===== config.mk =====
export PLATFORM = sky130hd
export DESIGN_NAME = seq_detector_cfg
export DESIGN_NICKNAME = d
export VERILOG_FILES = /design/src/rtl/seq_det_pkg.sv /design/src/rtl/sat_counter.sv /design/src/rtl/seq_detector_cfg.sv
export SDC_FILE = /design/constraint.sdc
export NUM_CORES = 1
export LEC_CHECK = 0
export BUFFER_PORTS_ARGS = -buffer_cell sky130_fd_sc_hd__buf_2
export CORE_MARGIN = 2
export CORE_UTILIZATION = 60
export DETAILED_ROUTE_END_ITERATION = 6
export PLACE_DENSITY = 0.87
export SYNTH_ARGS = -nofsm -noshare
export SYNTH_HDL_FRONTEND = slang
export SYNTH_SLANG_ARGS = --single-unit

===== constraint.sdc =====
create_clock -name clk -period 8.2 [get_ports clk]
set_input_delay 1.64 -clock clk [delete_from_list [all_inputs] [get_ports clk]]
set_output_delay 1.64 -clock clk [all_outputs]
set_load 0.02 [all_outputs]

===== src/rtl/seq_det_pkg.sv =====
// ---------------------------------------------------------------------------
// seq_det_pkg : shared FSM state type and length-mask helper for seq_detector_cfg
// Revision    : 1.0 - initial release
// ---------------------------------------------------------------------------
`default_nettype none

package seq_det_pkg;

  typedef enum logic {ST_IDLE, ST_RUN} state_t;

  localparam int MASK_W = 32;

  // Low `len` bits set; patterns wider than MASK_W are never requested.
  function automatic logic [MASK_W-1:0] len_mask(input logic [MASK_W-1:0] len);
    if (len >= MASK_W) return '1;
    return (MASK_W'(1) << len) - MASK_W'(1);
  endfunction

endpackage

`default_nettype wire


===== src/rtl/sat_counter.sv =====
// ---------------------------------------------------------------------------
// sat_counter : up-counter with synchronous clear that holds at all-ones
// Revision    : 1.0 - initial release
// ---------------------------------------------------------------------------
`default_nettype none

module sat_counter #(
  parameter int WIDTH = 8
) (
  input  logic             clk,
  input  logic             rst,
  input  logic             clr_i,
  input  logic             inc_i,
  output logic [WIDTH-1:0] cnt_o
);

  logic [WIDTH-1:0] cnt_q;

  always_ff @(posedge clk or posedge rst) begin
    if (rst) begin
      cnt_q <= '0;
    end else if (clr_i) begin
      cnt_q <= '0;
    end else if (inc_i && (cnt_q != '1)) begin
      cnt_q <= cnt_q + WIDTH'(1);
    end
  end

  assign cnt_o = cnt_q;

endmodule

`default_nettype wire


===== src/rtl/seq_detector_cfg.sv =====
// ---------------------------------------------------------------------------
// seq_detector_cfg : runtime-programmable serial pattern detector with
//                    overlap control and saturating match counter
// Revision         : 1.0 - initial release
// ---------------------------------------------------------------------------
`default_nettype none

module seq_detector_cfg #(
  parameter int MAX_LEN = 8,
  parameter int CNT_W   = 8,
  parameter int LEN_W   = $clog2(MAX_LEN + 1)
) (
  input  logic               clk,
  input  logic               rst,
  input  logic               cfg_valid_i,
  output logic               cfg_ready_o,
  input  logic [MAX_LEN-1:0] cfg_pattern_i,
  input  logic [LEN_W-1:0]   cfg_len_i,
  input  logic               cfg_overlap_i,
  output logic               cfg_err_o,
  input  logic               clear_i,
  input  logic               in_valid_i,
  input  logic               in_bit_i,
  output logic               match_o,
  output logic [CNT_W-1:0]   match_count_o,
  output logic               armed_o
);

  import seq_det_pkg::*;

  state_t             state_q;
  logic [MAX_LEN-1:0] pattern_q;
  logic [LEN_W-1:0]   len_q;
  logic [LEN_W-1:0]   fill_q;
  logic               overlap_q;
  logic [MAX_LEN-2:0] hist_q;
  logic               match_q;
  logic               cfg_err_q;

  logic               cfg_acc_w;
  logic               len_bad_w;
  logic               cfg_ok_w;
  logic               cfg_bad_w;
  logic               shift_w;
  logic [MAX_LEN-1:0] nh_w;
  logic [MAX_LEN-1:0] mask_w;
  logic               fill_full_w;
  logic               hit_w;
  logic [LEN_W-1:0]   fill_inc_w;

  assign cfg_ready_o = ~rst;
  assign cfg_acc_w   = cfg_valid_i & cfg_ready_o;
  assign len_bad_w   = (cfg_len_i == '0) || (32'(cfg_len_i) > 32'(MAX_LEN));
  assign cfg_ok_w    = cfg_acc_w & ~len_bad_w;
  assign cfg_bad_w   = cfg_acc_w & len_bad_w;

  // A bit arriving with an accepted reload is dropped rather than shifted.
  assign shift_w     = (state_q == ST_RUN) & in_valid_i & ~clear_i & ~cfg_ok_w;

  assign nh_w        = {hist_q, in_bit_i};
  assign mask_w      = MAX_LEN'(len_mask(32'(len_q)));
  assign fill_full_w = (32'(fill_q) + 32'd1) >= 32'(len_q);
  assign hit_w       = shift_w & fill_full_w & ((nh_w & mask_w) == (pattern_q & mask_w));
  assign fill_inc_w  = (32'(fill_q) >= 32'(MAX_LEN)) ? fill_q : fill_q + LEN_W'(1);

  always_ff @(posedge clk or posedge rst) begin
    if (rst) begin
      state_q   <= ST_IDLE;
      pattern_q <= '0;
      len_q     <= '0;
      overlap_q <= 1'b0;
      hist_q    <= '0;
      fill_q    <= '0;
      match_q   <= 1'b0;
      cfg_err_q <= 1'b0;
    end else begin
      cfg_err_q <= cfg_bad_w;
      match_q   <= hit_w;
      if (cfg_ok_w) begin
        state_q   <= ST_RUN;
        pattern_q <= cfg_pattern_i;
        len_q     <= cfg_len_i;
        overlap_q <= cfg_overlap_i;
        hist_q    <= '0;
        fill_q    <= '0;
      end else if (clear_i) begin
        hist_q <= '0;
        fill_q <= '0;
      end else if (shift_w) begin
        hist_q <= nh_w[MAX_LEN-2:0];
        fill_q <= (hit_w && !overlap_q) ? '0 : fill_inc_w;
      end
    end
  end

  sat_counter #(
    .WIDTH (CNT_W)
  ) u_match_cnt (
    .clk   (clk),
    .rst   (rst),
    .clr_i (clear_i),
    .inc_i (hit_w),
    .cnt_o (match_count_o)
  );

  assign match_o   = match_q;
  assign cfg_err_o = cfg_err_q;
  assign armed_o   = (state_q == ST_RUN);

endmodule

`default_nettype wire

==> out/results.tsv, run 1 <==
stage	metric	value	unit
run_status	status	complete, no violations	
placement	dpl_cell_area	2080	um^2
placement	hpwl	2690	um
timing	fin_crit_sh	49.6	%
logic_synthesis	netlist_area	1900	um^2
worst_setup_path	reg2reg_from	len_q[3]	
logic_synthesis	synthSimpleGateAreaFrac	17.7	%
logic_synthesis	synth_top_family_by_area	simple AND/OR/NAND/NOR gates	
logic_synthesis	synth.distinct_cells	41	
global_route	grt_usage	25.1	%
final_layout	multi_input_area	956	um^2
cts	path_clk_slew	0.10	ns
cts	cts-root-buf	clkbuf_4	
route	drt-initial-drc-count	102	
route	ant_nets	0	
worst_setup_path	cp.depth	4	
power	p_per_area	176	nW/um^2
cts	ctsHoldBuffers	0	
route	totalWireLength	3830	um
cts	post_cts_buffers	0	
logic_synthesis	ys.flop_type	dfrtp_1	
timing	min_period	4.07	ns
worst_setup_path	worst-path-max-fanout	39	
die	die_x	60.2	um
logic_synthesis	synthMuxAreaShare	5.93	%
final_layout	syn_to_final_growth	13.1	%
die	io_pins	31	
worst_setup_path	path_class	input port to primary output	
logic_synthesis	ys_seq_area_share	46.1	%
worst_setup_path	r2r_setup_slack	4.90	ns
worst_setup_path	cpLargestDelayFamily	buffers and inverters	
worst_hold_path	min_path_cells	1	
cts	cts_tree	yes	
worst_setup_path	path_common_cell	buf_2	
die	die-area	3630	um^2
logic_synthesis	yosysMostFrequentCell	dfrtp_1	
worst_setup_path	cpMaxStageDelayCell	buf_4	
timing	max_freq	246	MHz
worst_setup_path	end_kind	primary output	
final_layout	fin_nets	251	
worst_setup_path	worstPathArrival	2.43	ns
timing	setup_viol	0	
logic_synthesis	avgSynthCellArea	9.78	um^2
worst_hold_path	min_from	armed_o	
die	row_count	20	
global_route	grt_pass1_wl	6610	um
logic_synthesis	async_reset_ff_share	100	%
final_layout	register_area	876	um^2
worst_setup_path	reg2reg_depth	8	
logic_synthesis	synth.top_cell.area_share	46.1	%
logic_synthesis	yosys.area_share.xor_xnor	5.08	%
timing	hold_violations	0	
cts	clock_path_buffers	2	
global_route	grt_start_max_net_pins	40	
route	wl_per_cell	14.2	um
worst_setup_path	start_kind	input port	
logic_synthesis	synth-seq-cells	35	
timing	relSlewSlack	28.8	%
final_layout	layout-drive-gt1-share	23.1	%
power	finalPower	0.377	mW
cts	clk_latency	0.35	ns
logic_synthesis	synth_edf_count	0	
timing	rsz0062_at_grt	false	
worst_hold_path	hold_path.class	flip-flop to flip-flop	
worst_setup_path	slowest_delay	0.40	ns
route	drcViolationCount	0	
logic_synthesis	synth_area_leaders	dfrtp_1 46%, mux2_2 5.9%, ha_1 5.3%	
die	initial_utilization	62.7	%
cts	cts_buffers	5	
timing	tns	0	ns
timing	worstMarginPinSlew	1.06	ns
logic_synthesis	yosys_warnings	0	
logic_synthesis	ys_top_cells_by_count	35 x dfrtp_1, 24 x nand2_1, 18 x a21oi_1, 13 x o21ai_0, 10 x mux2_2	
job	cap_violations	0	
power	total_leakage_power	0.989	nW
cts	htree_levels	2	
logic_synthesis	synthCells	194	
logic_synthesis	synthAdderAreaFrac	5.27	%
logic_synthesis	synth_compound_area_share	16.4	%
final_layout	fillers	256	
placement	io_buffer_count	30	
placement	globalplace.congestion	0.803	
global_route	grt_pass1_vias	1510	
die	die_h	60.2	um
worst_setup_path	crit_required	6.56	ns
final_layout	antennaDiodeCount	0	
route	via_count	1554	
worst_setup_path	crit_buf_inv	4	
timing	finClkSkew	0.0104	ns
timing	slew_viol_final	0	
worst_setup_path	r2r_end	u_match_cnt.cnt_o[5]	
route	drt-pass1-iter-count	4	
final_layout	stdcell_area	2150	um^2
route	vias_per_cell	5.78	
die	coreArea	3030	um^2
global_route	overflow	0	
power	ir_drop	0.000118	V
cts	cts.repair.resized	0	
cts	clock_sinks	35	
logic_synthesis	syn-num-nets	221	
global_route	grt_antenna_before_repair	0	
worst_hold_path	hold_path_end	armed_o	
logic_synthesis	synth_top_area_cell	dfrtp_1	
worst_setup_path	crit_chain	buf_2 > inv_1 > buf_4 > buf_2	
==> placed cells by master (no fill, tap or decap), drive strengths merged, types with 2 or more instances in the layout <==
master    n
xor2      8
nor2      4
or4       5
a2111oi   2
and2      3
ha        8
inv       9
o31ai     4
and3      4
buf      31
nor4      2
a211oi    2
a21oi    18
dfrtp    35
and4      2
or3       2
o21ai    13
nor3      5
clkbuf    8
nand2    24
nand3     5
xnor2     3
a31oi     3
mux2     10
==> registers in the layout (all words and copies together) (netlist names) <==
register / count
u_match_cnt.cnt_o: 8
match_o: 1
overlap_q: 1
pattern_q: 8
cfg_err_o: 1
armed_o: 1
len_q: 4
hist_q: 7
fill_q: 4
==> power breakdown <==
| part | total (mW) | switching, mW | internal, mW |
|---|---|---|---|
| combinational | 0.0651 | 0.0325 | 0.0326 |
| sequential | 0.204 | 0.0176 | 0.187 |
| clock | 0.108 | 0.0573 | 0.0504 |
| total | 0.377 | 0.107 | 0.270 |
==> final cells by class <==
class                           instances  share of cell area (%)
Multi-Input combinational cell        142                    44.5
Sequential cell                        35                    40.8
Timing Repair Buffer                   31                    7.34
Clock buffer                            8                    3.21
Tap cell                               44                    2.56
Inverter                                9                    1.57
==> metrics by stage <==
step,cells,worst slack [ns],hold slack [ns],util [%]
after floorplan,194,4.04,0.481,-
after global placement,261,4.06,0.496,68.6
after detailed placement,261,3.99,0.509,68.6
after CTS,269,4.09,0.533,70.9
after global routing,269,4.02,0.552,70.9
final,269,4.13,0.529,70.9
==> kinds of logic (layout without fill, tap and decap cells) <==
kind of cell | Yosys count | after routing
AO/OA/AOI/OAI | 50 | 50
XOR/XNOR | 11 | 11
adder cells (fa/ha/maj) | 8 | 8
buffers and inverters | 17 | 48
flip-flops | 35 | 35
multiplexers | 10 | 10
AND/OR/NAND/NOR | 63 | 63
==> routing by layer <==
metal	GRT usage [%]	wire, um
met4	9.52	63
met5	0	0
met1	30.7	1670
met3	6.71	148
met2	42.2	1950
==> worst max path at each step <==
stage	slack, ns	startpoint	to
after floorplan	4.04	rst	cfg_ready_o
after global placement	4.06	cfg_len_i[3]	u_match_cnt.cnt_o[5]
after detailed placement	3.99	cfg_len_i[3]	u_match_cnt.cnt_o[5]
after CTS	4.09	rst	cfg_ready_o
after global routing	4.02	rst	cfg_ready_o
final	4.13	rst	cfg_ready_o
Note: power is estimated with default switching activity, not from simulation.
==> run 2: changes to the inputs <==
Settings changed: CORE_UTILIZATION 60 to 50, PLACE_DENSITY 0.87 to 0.78.
Clock period 8.2 ns to 3.3 ns, I/O delays scaled along.
==> run 2 against run 1 <==
  * Largest power group unchanged
  * Critical path type is now flip-flop to flip-flop
  * Highest routed layer unchanged
  * Sequential share of layout area down 1.5 points
  * Core utilization down 10 points
  * Sequential power is 150% higher
  * Cell count rose by 3.0%
  * Register-to-register slack got worse by 4.6 ns
  * Non-clock buffer count is 4 higher
  * First-iteration DRC count down 33%
  * Combinational power rose to 2.6 times the previous value
  * Wire length rose by 0.65%
  * Flip-flop and latch count unchanged
  * Critical path depth is 5 higher
==> out/results.tsv, run 2 (same netlist as run 1, synthesis figures left out) <==
stage	metric	value	unit
run_status	status	complete, no violations	
timing	rsz0062_at_grt	false	
job	cap_violations	0	
worst_setup_path	crit_chain	or4_4 > ha_1 > and2_1 > o211a_1 > a311oi_2 > nand4_1 > buf_4 > or4_1 > a21oi_1	
worst_setup_path	worst-path-max-fanout	14	
final_layout	final_common_cell	dfrtp_1	
cts	clock_path_buffers	2	
die	die-area	4300	um^2
timing	min_period	3.00	ns
power	ir_drop	0.000384	V
timing	finClkSkew	0.00828	ns
cts	path_clk_slew	0.07	ns
global_route	grt_usage	20.9	%
placement	globalplace.congestion	0.798	
route	drt-pass1-iter-count	4	
global_route	grt_antenna_before_repair	0	
route	totalWireLength	3860	um
route	wl_per_cell	13.9	um
die	io_pins	31	
final_layout	antennaDiodeCount	0	
die	coreArea	3660	um^2
cts	cts.repair.resized	0	
worst_hold_path	hold_path.class	flip-flop to flip-flop	
cts	ctsHoldBuffers	0	
final_layout	layout_common_cells	35 x dfrtp_1, 30 x buf_2, 24 x nand2_1	
global_route	grt_pass1_wl	6690	um
timing	hold_violations	0	
cts	cts_tree	yes	
die	initial_utilization	51.8	%
timing	fin_crit_sh	90.8	%
cts	post_cts_buffers	0	
route	drcViolationCount	0	
final_layout	syn_to_final_growth	17.5	%
final_layout	fin_nets	255	
final_layout	register_area	876	um^2
worst_setup_path	start_kind	flip-flop	
cts	cts-root-buf	clkbuf_8	
global_route	grt_start_max_net_pins	39	
timing	slew_viol_final	0	
timing	layout_setup_ws	0.304	ns
placement	io_buffer_count	30	
power	total_leakage_power	1.03	nW
worst_setup_path	cpMaxStageDelayCell	or4_4	
worst_setup_path	worstPathArrival	3.21	ns
timing	max_freq	334	MHz
global_route	grt_pass1_vias	1463	
route	via_count	1560	
worst_hold_path	min_path_cells	1	
final_layout	fin_util	60.9	%
route	ant_nets	0	
placement	post-place-ws	0.342	ns
cts	clk_latency	0.29	ns
worst_setup_path	reg2reg_depth	9	
timing	tns	0	ns
route	drt-initial-drc-count	68	
worst_setup_path	slowest_delay	0.56	ns
final_layout	multi_input_area	956	um^2
global_route	overflow	0	
die	row_count	22	
final_layout	fillers	311	
power	p_per_area	478	nW/um^2
worst_setup_path	path_class	flip-flop to flip-flop	
timing	setup_viol	0	
worst_setup_path	crit_required	3.52	ns
cts	cts_buffers	5	
final_layout	layout-drive-gt1-share	24.9	%
die	die_x	65.6	um
route	vias_per_cell	5.63	
cts	clock_sinks	35	
die	die_h	65.6	um
timing	relSlewSlack	68.2	%
timing	worstMarginPinSlew	0.477	ns
cts	htree_levels	2	
worst_setup_path	end_kind	flip-flop	
placement	hpwl	2740	um
[run 2: worst max-delay path: cells and delay by family (launching register included)]
family / cells / cell delay (ns)
buffers and inverters: 1 / 0.20
flip-flops: 1 / 0.47
AO/OA/AOI/OAI: 3 / 0.59
AND/OR/NAND/NOR: 4 / 1.37
adder cells (fa/ha/maj): 1 / 0.30
[run 2: per-layer routing]
metal | global-route usage [%] | wire (um) | vias up
met5 | 0 | 0 | -
met4 | 8.85 | 65 | 0
met3 | 5.82 | 188 | 8
met2 | 29.5 | 1710 | 43
met1 | 30.3 | 1900 | 739
li1 | - | - | 770
[run 2: area by class of cell]
type | instances | area share, %
sequential | 35 | 39.3
multi-input combinational | 142 | 42.8
tap | 48 | 2.69
clock inverter | 2 | 1.57
timing repair buffer | 35 | 8.41
clock buffer | 6 | 3.70
inverter | 9 | 1.51
[run 2: stage by stage]
stage                     total power [mW]  instance area, um^2  std cells  hold slack [ns]
after floorplan                      0.631                 1900        194            0.481
after global placement               0.681                 2110        269            0.491
after detailed placement             0.684                 2110        269            0.498
after CTS                             1.08                 2230        277            0.517
after global routing                  1.13                 2230        277            0.551
final                                 1.07                 2230        277            0.514
[run 2: power by group]
part           leakage, nW  internal (mW)  total, mW  switching [mW]
Sequential           0.453          0.465      0.504          0.0390
Combinational        0.515         0.0850      0.171          0.0859
Clock               0.0612          0.244      0.392           0.148
Total                 1.03          0.794       1.07           0.273
[run 2: worst paths after layout]
kind / start / endpoint / slack [ns]
max: len_q[0] / u_match_cnt.cnt_o[4] / 0.30
min: overlap_q / overlap_q / 0.51
max reg2reg: len_q[0] / u_match_cnt.cnt_o[4] / 0.30
min reg2reg: overlap_q / overlap_q / 0.51
max in group asynchronous: rst / fill_q[2] / 2.44
min in group asynchronous: rst / pattern_q[7] / 0.54
==> run 3: changes to the inputs <==
Settings changed: ABC_AREA set to 1, BUFFER_PORTS_ARGS -buffer_cell sky130_fd_sc_hd__buf_2 to not set, CAP_MARGIN set to 20, CORE_UTILIZATION 50 to 57, DONT_BUFFER_PORTS set to 1.
==> run 3 against run 2 <==
  * Die area shrank 5.3%
  * Clock skew fell by 0.0029 ns
  * Synthesized cell count up 36%
  * Sequential power is 2% higher
  * Highest routed layer unchanged
  * Area after synthesis is 7.5% higher
  * Wire length up 2.2%
  * Clock power fell by 18%
  * Via count increased by 3.8%
  * Total power grew 0.83%
  * Combinational power up 40%
  * First-iteration DRC count increased by 66%
==> out/results.tsv, run 3 <==
stage	metric	value	unit
logic_synthesis	netlist_area	2040	um^2
logic_synthesis	yosysMostFrequentCell	nand2_1	
global_route	grt_pass1_vias	1581	
logic_synthesis	synth.distinct_cells	29	
timing	slew_viol_final	0	
logic_synthesis	syn-num-nets	290	
placement	globalplace.congestion	0.815	
final_layout	layout-drive-gt1-share	10.4	%
cts	clock_sinks	35	
logic_synthesis	synth_top_area_cell	dfrtp_1	
route	totalWireLength	3940	um
worst_setup_path	slowest_delay	0.45	ns
cts	ctsHoldBuffers	0	
global_route	grt_start_max_net_pins	38	
final_layout	final_cells	315	
die	row_count	21	
final_layout	stdcell_area	2180	um^2
logic_synthesis	async_reset_ff_share	100	%
power	finalPower	1.08	mW
logic_synthesis	synth-seq-cells	35	
timing	rsz0062_at_grt	false	
worst_setup_path	worstPathArrival	2.59	ns
cts	cts-root-buf	clkbuf_4	
job	cap_violations	0	
global_route	grt_antenna_before_repair	0	
logic_synthesis	yosys_warnings	0	
die	coreArea	3390	um^2
power	total_leakage_power	1.15	nW
logic_synthesis	ys_seq_area_share	42.9	%
die	die_x	63.8	um
logic_synthesis	synth_area_leaders	dfrtp_1 43%, nand2_1 12%, inv_1 7.2%	
logic_synthesis	synthCells	263	
placement	dpl_cell_area	2090	um^2
worst_setup_path	cpMaxStageDelayCell	dfrtp_1	
route	via_count	1619	
worst_hold_path	hold_path.class	input port to asynchronous set/reset pin	
cts	post_cts_buffers	0	
final_layout	fin_nets	295	
placement	hpwl	3000	um
timing	setup_viol	0	
route	drt-initial-drc-count	113	
cts	path_clk_slew	0.11	ns
route	vias_per_cell	5.14	
final_layout	layout_common_cells	66 x nand2_1, 39 x inv_1, 35 x dfrtp_1	
timing	layout_setup_ws	0.952	ns
cts	cts.repair.resized	0	
timing	relSlewSlack	66.3	%
logic_synthesis	synth_edf_count	0	
final_layout	syn_to_final_growth	6.74	%
die	die-area	4070	um^2
worst_setup_path	end_kind	flip-flop	
placement	io_buffer_count	0	
timing	hold-worst-slack	0.413	ns
cts	cts_buffers	5	
cts	cts_tree	yes	
final_layout	multi_input_area	986	um^2
global_route	overflow	0	
worst_setup_path	worst-path-max-fanout	9	
cts	clk_latency	0.34	ns
route	drt-pass1-iter-count	5	
run_status	status	complete, no violations	
final_layout	antennaDiodeCount	0	
worst_setup_path	crit_required	3.54	ns
final_layout	register_area	876	um^2
power	ir_drop	0.000317	V
timing	max_freq	426	MHz
final_layout	fin_util	64.3	%
route	drcViolationCount	0	
cts	clock_path_buffers	2	
route	wl_per_cell	12.5	um
timing	tns	0	ns
worst_setup_path	path_class	flip-flop to flip-flop	
power	p_per_area	494	nW/um^2
timing	min_period	2.35	ns
placement	post-place-ws	0.963	ns
placement	placedCellCount	307	
worst_setup_path	start_kind	flip-flop	
logic_synthesis	synth.top_cell.area_share	42.9	%
global_route	grt_usage	22.7	%
final_layout	final_common_cell	nand2_1	
route	ant_nets	0	
worst_setup_path	crit_chain	ha_1 > xor2_1 > ha_1 > nand2_1 > nand2_1 > nand3_1 > nand3_1 > nor2_1 > nor2_2 > and2_4 > nand2_4 > nand2_4 > nand2_1 > nand2_1	
cts	htree_levels	2	
worst_setup_path	crit_buf_inv	0	
timing	worstMarginPinSlew	0.506	ns
logic_synthesis	avgSynthCellArea	7.76	um^2
worst_setup_path	path_common_cell	nand2_1	
die	die_h	63.8	um
logic_synthesis	ys.flop_type	dfrtp_1	
die	initial_utilization	60.2	%
die	io_pins	31	
worst_setup_path	cpLargestDelayFamily	simple AND/OR/NAND/NOR gates	
timing	fin_crit_sh	71.2	%
final_layout	fillers	298	
timing	finClkSkew	0.00539	ns
global_route	grt_pass1_wl	7050	um
timing	hold_violations	0	
logic_synthesis	ys_top_cells_by_count	66 x nand2_1, 39 x inv_1, 35 x dfrtp_1, 27 x nor2_1, 26 x nand3_1	
-- run 3: cell count changes after synthesis, moves of 9 or more --
| cell | change |
|---|---|
| a21oi_1 | -9 |
| o21ai_0 | -11 |
| nand3_1 | +21 |
| inv_1 | +30 |
| nand2_1 | +42 |
| nor2_1 | +23 |
-- run 3: final timing paths --
path,startpoint,end,slack [ns],cells after the start
hold reg to reg,pattern_q[5],pattern_q[5],0.53,1
min in group clk,cfg_valid_i,cfg_err_o,0.44,2
max in group asynchronous,rst,u_match_cnt.cnt_o[4],2.55,2
setup reg to reg,fill_q[0],u_match_cnt.cnt_o[5],0.95,14
setup / recovery,fill_q[0],u_match_cnt.cnt_o[5],0.95,14
hold / removal,rst,pattern_q[3],0.41,2
-- run 3: cell families after synthesis --
group	synth area share, %
buffers and inverters	8.77
adders and majority gates	4.91
and+or+nand+nor	31.3
xor gates and xnor gates	4.29
AOI/OAI and AO/OA	5.09
muxes	2.76
DFF	42.9
-- run 3: power breakdown --
part | total (mW) | internal, mW | switching (mW)
registers | 0.514 | 0.469 | 0.0454
logic | 0.239 | 0.0943 | 0.145
clock network | 0.323 | 0.179 | 0.144
total | 1.08 | 0.742 | 0.334
-- run 3: final cells by class --
type | instances | area share [%]
Clock buffer | 6 | 2.35
Timing Repair Buffer | 2 | 0.689
Inverter | 42 | 7.24
Clock inverter | 2 | 1.61
Multi-Input combinational cell | 182 | 45.3
Tap cell | 46 | 2.64
Sequential cell | 35 | 40.2
-- run 3: per-layer routing --
| layer | up-vias | track usage, % | part of all wire (%) |
|---|---|---|---|
| met5 | - | 0 | 0 |
| met4 | 0 | 8.97 | 1.5 |
| met3 | 5 | 8.10 | 8.1 |
| met2 | 50 | 33.3 | 43 |
| met1 | 719 | 30.6 | 48 |
| li1 | 845 | - | - |
